`config.mk`:
```
export PLATFORM = sky130hd
export DESIGN_NAME = vblank_update_arbiter
export DESIGN_NICKNAME = d
export VERILOG_FILES = /design/src/rtl/vblank_update_arbiter_pkg.sv /design/src/rtl/vblank_update_arbiter_rr_pick.sv /design/src/rtl/vblank_update_arbiter.sv
export SDC_FILE = /design/constraint.sdc
export NUM_CORES = 1
export LEC_CHECK = 0
export CAP_MARGIN = 20
export CORE_MARGIN = 2
export CORE_UTILIZATION = 49
export CTS_CLUSTER_DIAMETER = 200
export DETAILED_ROUTE_END_ITERATION = 8
export HOLD_SLACK_MARGIN = 0.15
export PLACE_DENSITY = 0.88
export SLEW_MARGIN = 20
export SYNTH_ARGS = -nofsm -noshare
export SYNTH_HDL_FRONTEND = slang
export SYNTH_SLANG_ARGS = --single-unit
```
`constraint.sdc`:
```
create_clock -name clk -period 3.23 [get_ports clk]
set_input_delay 0.8075 -clock clk [delete_from_list [all_inputs] [get_ports clk]]
set_output_delay 0.8075 -clock clk [all_outputs]
set_load 0.03 [all_outputs]
```
`src/rtl/vblank_update_arbiter_pkg.sv`:
```
// Shared video timing constants and arbiter FSM encodings for the vblank
// update arbiter and its round-robin selector.
package vblank_update_arbiter_pkg;

  // Line/frame geometry shared with videosyncs
  localparam int VGA_HTOTAL  = 800;
  localparam int VGA_VTOTAL  = 525;
  localparam int VGA_HACTIVE = 640;
  localparam int VGA_VACTIVE = 480;

  // Arbiter defaults
  localparam int ARB_NREQ    = 4;
  localparam int ARB_GUARD   = 32;
  localparam int ARB_MAXHOLD = 4096;

  // Port widths fixed by the videosyncs interface and the 8-requester ceiling
  localparam int CNT_W    = 10;
  localparam int GNT_ID_W = 3;

  typedef enum logic [1:0] {
    ST_CLOSED = 2'd0,
    ST_IDLE   = 2'd1,
    ST_GRANT  = 2'd2
  } arb_state_e;

endpackage

```
`src/rtl/vblank_update_arbiter_rr_pick.sv`:
```
// Combinational round-robin selector: starting just after the last winner,
// returns the first asserted request as one-hot plus its index.
module vblank_update_arbiter_rr_pick
  import vblank_update_arbiter_pkg::*;
#(
  parameter int NREQ = ARB_NREQ
) (
  input  logic [NREQ-1:0]     req,
  input  logic [GNT_ID_W-1:0] ptr,
  output logic [NREQ-1:0]     pick,
  output logic [GNT_ID_W-1:0] id,
  output logic                any
);

  logic [3:0]        start;
  logic [2*NREQ-1:0] dbl;
  logic [NREQ-1:0]   rot;
  logic [3:0]        first;
  logic [3:0]        sum;
  logic [3:0]        win;

  // Rotate requests so the slot after ptr sits at bit 0, find the lowest set bit, rotate back
  always_comb begin
    start = (({1'b0, ptr} + 4'd1) >= 4'(NREQ)) ? 4'd0 : ({1'b0, ptr} + 4'd1);
    dbl   = {req, req};
    rot   = NREQ'(dbl >> start);
    first = 4'd0;
    for (int i = NREQ - 1; i >= 0; i--) begin
      if (rot[i]) first = 4'(i);
    end
    sum  = start + first;
    win  = (sum >= 4'(NREQ)) ? (sum - 4'(NREQ)) : sum;
    any  = |req;
    pick = any ? (NREQ'(1) << win) : '0;
    id   = any ? win[2:0] : '0;
  end

endmodule

```
`src/rtl/vblank_update_arbiter.sv`:
```
// Grants vertical-blanking access to one game-logic requester at a time,
// round-robin, only while the blanking window is open. Watches the
// videosyncs hc/vc counters and emits a per-frame tick.
module vblank_update_arbiter
  import vblank_update_arbiter_pkg::*;
#(
  parameter int NREQ    = ARB_NREQ,
  parameter int HTOTAL  = VGA_HTOTAL,
  parameter int VTOTAL  = VGA_VTOTAL,
  parameter int VACTIVE = VGA_VACTIVE,
  parameter int GUARD   = ARB_GUARD,
  parameter int MAXHOLD = ARB_MAXHOLD
) (
  input  logic                clk,
  input  logic                rst_n,
  input  logic [CNT_W-1:0]    hc,
  input  logic [CNT_W-1:0]    vc,
  input  logic [NREQ-1:0]     req,
  input  logic [NREQ-1:0]     done,
  output logic [NREQ-1:0]     gnt,
  output logic [GNT_ID_W-1:0] gnt_id,
  output logic                window_open,
  output logic                frame_tick,
  output logic                timeout,
  output logic                overrun
);

  localparam int                 HOLD_W    = $clog2(MAXHOLD);
  localparam logic [HOLD_W-1:0]  HOLD_LAST = HOLD_W'(MAXHOLD - 1);
  localparam logic [CNT_W-1:0]   V_OPEN    = CNT_W'(VACTIVE);
  localparam logic [CNT_W-1:0]   V_CLOSE   = CNT_W'(VTOTAL - 1);
  localparam logic [CNT_W-1:0]   H_CLOSE   = CNT_W'(HTOTAL - GUARD - 1);

  if (!(VACTIVE < VTOTAL - 1)) begin : g_bad_vactive
    $error("vblank_update_arbiter: VACTIVE must be below VTOTAL-1");
  end
  if (!(GUARD < HTOTAL)) begin : g_bad_guard
    $error("vblank_update_arbiter: GUARD must be below HTOTAL");
  end
  if (NREQ < 2 || NREQ > 8) begin : g_bad_nreq
    $error("vblank_update_arbiter: NREQ must be 2..8");
  end
  if (MAXHOLD < 2) begin : g_bad_maxhold
    $error("vblank_update_arbiter: MAXHOLD must be at least 2");
  end
  if (HTOTAL > 1024 || VTOTAL > 1024) begin : g_bad_counts
    $error("vblank_update_arbiter: HTOTAL/VTOTAL must fit the 10-bit counters");
  end

  arb_state_e          state, state_d;
  logic [GNT_ID_W-1:0] ptr, ptr_d;
  logic [HOLD_W-1:0]   hold, hold_d;
  logic [NREQ-1:0]     gnt_d;
  logic [GNT_ID_W-1:0] gnt_id_d;
  logic                win_d, tick_d, to_d, ov_d;

  logic                ev_open, ev_close, ev_tick;
  logic                cur_done, cur_req, hold_last, release_req;
  logic [NREQ-1:0]     pick;
  logic [GNT_ID_W-1:0] pick_id;
  logic                pick_any;

  // Counter values outside 0..TOTAL-1 simply never compare equal
  assign ev_open  = (hc == '0) && (vc == V_OPEN);
  assign ev_close = (vc == V_CLOSE) && (hc == H_CLOSE);
  assign ev_tick  = (hc == '0) && (vc == '0);

  // gnt is one-hot, so masking isolates the granted requester's bits
  assign cur_done    = |(done & gnt);
  assign cur_req     = |(req & gnt);
  assign hold_last   = (hold == HOLD_LAST);
  assign release_req = cur_done || !cur_req;

  vblank_update_arbiter_rr_pick #(
    .NREQ (NREQ)
  ) u_rr_pick (
    .req  (req),
    .ptr  (ptr),
    .pick (pick),
    .id   (pick_id),
    .any  (pick_any)
  );

  // FSM state register
  always_ff @(posedge clk or negedge rst_n) begin
    if (!rst_n) state <= ST_CLOSED;
    else        state <= state_d;
  end

  // Next-state: window open/close events plus grant entry and release
  always_comb begin
    state_d = state;
    unique case (state)
      ST_CLOSED: if (ev_open) state_d = ST_IDLE;
      ST_IDLE: begin
        if (ev_close)      state_d = ST_CLOSED;
        else if (pick_any) state_d = ST_GRANT;
      end
      ST_GRANT: begin
        if (ev_close)                      state_d = ST_CLOSED;
        else if (release_req || hold_last) state_d = ST_IDLE;
      end
      default: state_d = ST_CLOSED;
    endcase
  end

  // Next values for grant, pointer, hold counter and status pulses
  always_comb begin
    gnt_d    = gnt;
    gnt_id_d = gnt_id;
    ptr_d    = ptr;
    hold_d   = hold;
    to_d     = 1'b0;
    ov_d     = 1'b0;
    tick_d   = ev_tick;
    win_d    = (state_d != ST_CLOSED);
    unique case (state)
      ST_IDLE: begin
        if (!ev_close && pick_any) begin
          gnt_d    = pick;
          gnt_id_d = pick_id;
          ptr_d    = pick_id;
          hold_d   = '0;
        end else begin
          gnt_d    = '0;
          gnt_id_d = '0;
        end
      end
      ST_GRANT: begin
        if (ev_close) begin
          gnt_d    = '0;
          gnt_id_d = '0;
          ov_d     = 1'b1;
        end else if (release_req) begin
          gnt_d    = '0;
          gnt_id_d = '0;
        end else if (hold_last) begin
          gnt_d    = '0;
          gnt_id_d = '0;
          to_d     = 1'b1;
        end else begin
          hold_d = (hold == '1) ? hold : hold + 1'b1;
        end
      end
      default: begin
        gnt_d    = '0;
        gnt_id_d = '0;
      end
    endcase
  end

  // Output and datapath registers; reset drops any grant immediately
  always_ff @(posedge clk or negedge rst_n) begin
    if (!rst_n) begin
      gnt         <= '0;
      gnt_id      <= '0;
      ptr         <= GNT_ID_W'(NREQ - 1);
      hold        <= '0;
      window_open <= 1'b0;
      frame_tick  <= 1'b0;
      timeout     <= 1'b0;
      overrun     <= 1'b0;
    end else begin
      gnt         <= gnt_d;
      gnt_id      <= gnt_id_d;
      ptr         <= ptr_d;
      hold        <= hold_d;
      window_open <= win_d;
      frame_tick  <= tick_d;
      timeout     <= to_d;
      overrun     <= ov_d;
    end
  end

endmodule
```
==> flow_summary_export.csv, run 1 <==
group,metric,value,unit
grt,grt_usage,20.3,%
detailed_routing,wl_met2,1720,microns
synth,synth_top_area_share,40.3,%
placement,dp_slack,145,ps
floorplanning,dieArea,3770,sq um
clock_network,post_cts_resize_count,0,
placement,dpl.hpwl,2750,microns
worst_setup_path,critPathArrivalTime,3130,ps
synth,synth_cells,173,
synth,synthFlopType,"dfrtp_1",
outcome,outcome,"finished clean",
synth,synth_top_area_cell,"dfrtp_1",
synth,synth.most_common_cell,"nand2_1",
synth,avgSynthCellArea,9.34,sq um
sta,max_freq,0.347,GHz
placement,portBuffers,40,
worst_setup_path,critical_path_class,"register to register",
clock_network,post_cts_buffers,0,
clock_network,postCtsHoldBufs,0,
sta,worst_slew_pin_slew,681,ps
min_path,hold_path_depth,1,
clock_network,cts_made_buffers,3,
worst_setup_path,r2r_end,"gnt[3]",
clock_network,cts_max_level,1,
detailed_routing,wl,3540,microns
sta,rsz0062_at_grt,"false",
synth,synth_edf_count,0,
synth,async_flop_share,100,%
worst_setup_path,path_cells,"ha_1 > or2_2 > a21oi_1 > nand3_1 > o311a_1 > o32ai_1 > fa_1 > a32o_1",
detailed_routing,met1Wirelength,1620,microns
power,irDropWorstVdd,266,uV
final_layout,n_antenna_cell,0,
clock_network,clkSlewWorstSetupHoldPaths,150,ps
power,p_per_area,570,nW/um^2
floorplanning,fp.dieW,61.4,microns
worst_setup_path,r2r_slack,350,ps
final_layout,drive_gt1_share,9.13,%
sta,final.period_utilization,89.3,%
sta,slew_headroom,54.2,%
synth,syn_area,1620,sq um
floorplanning,die_y,61.4,microns
floorplanning,ios,41,
detailed_routing,drtPass1Iterations,4,
min_path,hold_path_end,"hold[6]",
worst_setup_path,crit_path_start_kind,"register",
synth,synth_cell_types,45,
clock_network,cts_tree,"yes",
floorplanning,core,3100,sq um
min_path,min-delay-start,"hold[6]",
worst_setup_path,max_stage_delay,540,ps
worst_setup_path,cp_max_fo,7,
synth,yosysSeqAreaShare,43.5,%
placement,gp_congestion,0.809,
detailed_routing,topRoutingLayerUsed,"met4",
sta,period_minus_slack,2880,ps
grt,grt_max_degree,29,
synth,yosysWarnings,0,
floorplanning,rows,20,
detailed_routing,wl_met3,145,microns
detailed_routing,ant_nets,0,
detailed_routing,via_per_inst,5.52,
clock_network,clock-sinks,28,
worst_setup_path,r2r_start,"ptr[0]",
clock_network,clock_latency,330,ps
synth,synth_seq_cells,28,
detailed_routing,post_drt_wl_per_cell,13.5,microns
detailed_routing,drt_iter0_drc,72,
grt,grt_overflow_total,0,
grt,grt_pass1_wl,5810,microns
final_layout,area_growth,32.5,%
sta,finalClockSkew,8.77,ps
sta,layout_setup_ws,345,ps
synth,synthesis.nets,207,
synth,synth_top_cells_by_count,"nand2_1, dfrtp_1, nor2_1",
min_path,hold_path_class,"register to register",
detailed_routing,drc_errors,0,
floorplanning,initial_utilization,52.1,%
final_layout,final_net_count,254,
sta,fin_setup_tns,0,ps
grt,first_global_vias,1372,
grt,antenna_found_initial,0,
clock_network,cts_max_path_buffers,2,
worst_setup_path,critPathSlowestCell,"fa_1",
power,leakagePower,0.910,nW
sta,drv_slew,0,
synth,netlist_top_cells_area,"dfrtp_1, nand2_1, nor4_1",
clock_network,cts-root-buf,"clkbuf_4",
job,maxCapViolCount,0,
detailed_routing,vias,1453,
worst_setup_path,end_kind,"register",
worst_setup_path,reg2reg_depth,8,
sta,final_hold_viol_count,0,
sta,setup_viol,0,
worst_setup_path,required,3470,ps
==> critical path, delay by kind of cell (launching register included) <==
kind	cells	cell delay [ps]
simple gates	2	440
compound gates	4	1210
fa+ha+maj	2	740
flops	1	410
==> logic make-up (layout without fill, tap and decap cells) <==
kind of cell	after synthesis	in the layout	synth area share [%]
mux	3	3	1.86
buf+inv	9	55	2.63
simple gates	90	90	30.4
flops	28	28	43.5
compound gates	32	32	14.2
xor+xnor	7	7	3.80
fa+ha+maj	4	4	3.56
==> layout by cell type, fill, tap and decap left out, types with 5 or more instances in the layout <==
cell             count
clkdlybuf4s50_1     40
nand2_1             29
dfrtp_1             26
nor2_1              15
nor4_1              11
xnor2_1              7
inv_1                6
o21ai_0              6
a21oi_1              5
a22oi_1              5
and2_1               5
nand4_1              5
buf_4                5
==> flip-flops by register name (all words and copies together) (netlist names) <==
register and cells:
hold 12, gnt 4, gnt_id 3, ptr 3, state 2, frame_tick 1, overrun 1, timeout 1
window_open 1
==> routing by layer <==
layer | global-route usage, % | vias up
met5 | 0 | -
met4 | 6.99 | 0
met3 | 2.73 | 10
met2 | 35.7 | 36
met1 | 25.7 | 688
li1 | - | 719
==> worst max-delay path by stage <==
stage,from,to
2_1_floorplan,ptr[0],gnt[3]
3_3_place_gp,vc[1],state[1]
3_5_place_dp,vc[1],state[1]
4_1_cts,ptr[0],gnt[3]
5_1_grt,ptr[0],gnt[3]
6_report,ptr[0],gnt[3]
==> final cells by class <==
class,instances,area (sq um)
clock buffers,3,22.5
fillers,255,962
repair buffers,45,438
clock inverters,1,30.0
multi-input cells,136,870
inverters,6,22.5
flip-flops and latches,28,703
well taps,44,55.1
==> power breakdown <==
part / switching [W] / internal, W
sequential: 0.0000363 / 0.000404
clock: 0.000104 / 0.000126
combinational: 0.000316 / 0.000235
total: 0.000455 / 0.000764
==> metrics by stage <==
stage | area (sq um) | util, % | std cells | power (W) | hold slack, ps
finish | 2140 | 69.0 | 263 | 0.00122 | 484
CTS | 2140 | 69.0 | 263 | 0.00122 | 486
floorplan | 1620 | - | 173 | 0.000792 | 438
detailed placement | 2090 | 67.3 | 259 | 0.000996 | 465
global placement | 2090 | 67.3 | 259 | 0.000970 | 462
global route | 2140 | 69.0 | 263 | 0.00131 | 500
Note: power is estimated with default switching activity, not from simulation.
==> inputs of run 2 (changes only) <==
- CORE_UTILIZATION: 49 -> 50
- PLACE_DENSITY: 0.88 -> 0.89
- SLEW_MARGIN: 20 -> 0
- clock period: 3.23 -> 3.6 ns (I/O delays scaled with it)
==> flow_summary_export.csv, run 2 (same netlist as run 1, synthesis figures left out) <==
group,metric,value,unit
outcome,outcome,"finished clean",
detailed_routing,via_per_inst,5.54,
final_layout,n_antenna_cell,0,
grt,antenna_found_initial,0,
sta,fin_setup_tns,0,ps
grt,grt_pass1_wl,6000,microns
worst_setup_path,critical_path_class,"input pin to register",
final_layout,largest_register,"hold",
power,p_per_area,477,nW/um^2
min_path,hold_path_class,"register to register",
clock_network,post_cts_buffers,0,
final_layout,final_cell_mix,"clkdlybuf4s50_1, nand2_1, dfrtp_1, nor2_1, nor4_1",
clock_network,postCtsHoldBufs,0,
detailed_routing,drt_iter0_drc,82,
job,maxCapViolCount,0,
worst_setup_path,required,3860,ps
worst_setup_path,cp_max_fo,8,
floorplanning,die_y,60.8,microns
final_layout,final_net_count,253,
worst_setup_path,end_kind,"register",
power,leakagePower,0.892,nW
clock_network,cts_max_path_buffers,2,
floorplanning,core,3050,sq um
sta,final.period_utilization,79.7,%
floorplanning,ios,41,
final_layout,area_growth,30.2,%
worst_setup_path,critical_path.top_delay_family,"adder cells",
clock_network,post_cts_resize_count,0,
grt,grt_usage,21.7,%
clock_network,cts_max_level,1,
worst_setup_path,critPathArrivalTime,3130,ps
worst_setup_path,path_cells,"clkdlybuf4s50_1 > nor2b_1 > o21ai_0 > a21oi_1 > a21oi_1 > a21oi_1 > ha_1 > fa_1 > nand2_1 > o21ai_0",
floorplanning,fp.dieW,60.8,microns
detailed_routing,vias,1445,
placement,place_inst,258,
power,irDropWorstVdd,268,uV
worst_setup_path,cp_common_cell,"a21oi_1",
sta,final_hold_viol_count,0,
detailed_routing,drtPass1Iterations,4,
worst_setup_path,cp_num_cells,10,
floorplanning,initial_utilization,52.9,%
sta,finalClockSkew,8.14,ps
worst_setup_path,max_stage_delay,630,ps
final_layout,reg.largest.list,"hold (12), gnt (4)",
detailed_routing,wl,3550,microns
sta,whs,482,ps
final_layout,final_cells,261,
clock_network,cts_made_buffers,3,
detailed_routing,post_drt_wl_per_cell,13.6,microns
sta,worst_slew_pin_slew,666,ps
final_layout,drive_gt1_share,8.29,%
sta,slew_headroom,55.3,%
worst_setup_path,critPathSlowestCell,"clkdlybuf4s50_1",
clock_network,clkSlewWorstSetupHoldPaths,140,ps
worst_setup_path,crit_path_start_kind,"input pin",
placement,gp_congestion,0.802,
placement,dpl.hpwl,2760,microns
sta,setup_viol,0,
grt,first_global_vias,1351,
floorplanning,rows,20,
grt,grt_overflow_total,0,
detailed_routing,drc_errors,0,
detailed_routing,ant_nets,0,
sta,drv_slew,0,
grt,grt_max_degree,29,
sta,max_freq,0.349,GHz
clock_network,clock-sinks,28,
sta,rsz0062_at_grt,"false",
placement,portBuffers,40,
floorplanning,dieArea,3700,sq um
worst_setup_path,critical_path_buf_inv_count,1,
final_layout,mostFrequentLayoutCell,"clkdlybuf4s50_1",
min_path,hold_path_depth,1,
clock_network,clock_latency,330,ps
worst_setup_path,reg2reg_depth,8,
clock_network,cts-root-buf,"clkbuf_4",
final_layout,largest_reg_flops,12,
clock_network,cts_tree,"yes",
sta,period_minus_slack,2870,ps
[run 2: cell types whose count changed in the layout (fill, tap and decap cells not counted), sizes merged]
cell,delta
bufinv,-1
buf,-1
[run 2: layout make-up]
class	count	area [sq um]
Multi-Input combinational cell	136	870
Timing Repair Buffer	44	430
Fill cell	247	950
Sequential cell	28	703
Clock buffer	3	22.5
Tap cell	44	55.1
Inverter	6	22.5
[run 2: routing by layer]
metal	vias to the layer above	routed length, microns	track usage (%)
met1	682	1600	28.9
met2	35	1730	34.9
met3	5	182	5.54
met4	0	38	7.14
li1	723	-	-
met5	-	0	0
[run 2: report_power, final]
| part | internal (W) | total (W) | leakage, nW | switching [W] |
|---|---|---|---|---|
| Combinational | 0.000208 | 0.000483 | 0.494 | 0.000275 |
| Clock | 0.0000394 | 0.000126 | 0.0138 | 0.0000867 |
| Sequential | 0.000363 | 0.000394 | 0.384 | 0.0000315 |
| Total | 0.000610 | 0.00100 | 0.892 | 0.000393 |
[run 2: final timing paths]
path                               from  endpoint  slack, ps
worst max register to register   ptr[0]    gnt[3]        750
worst min-delay path            hold[6]   hold[6]        480
worst max-delay path             req[3]    gnt[2]        730
min in group asynchronous         rst_n   overrun        930
worst min register to register  hold[6]   hold[6]        480
max in group asynchronous         rst_n    ptr[1]       2360
[run 2: through the flow]
stage / setup WS (ps) / total power, W / cell area, sq um / utilization [%]
CTS: 756 / 0.00101 / 2100 / 68.9
global route: 552 / 0.00109 / 2100 / 68.9
finish: 731 / 0.00100 / 2100 / 68.9
floorplan: 865 / 0.000711 / 1620 / -
detailed placement: 421 / 0.000881 / 2080 / 68.2
global placement: 475 / 0.000868 / 2080 / 68.2
[run 2: worst register-to-register path, delay by kind of cell, from the launching register on]
kind,cells,cell delay (ps)
AO/OA/AOI/OAI,4,1160
adder cells (fa/ha/maj),2,740
flip-flops,1,410
AND/OR/NAND/NOR,2,450
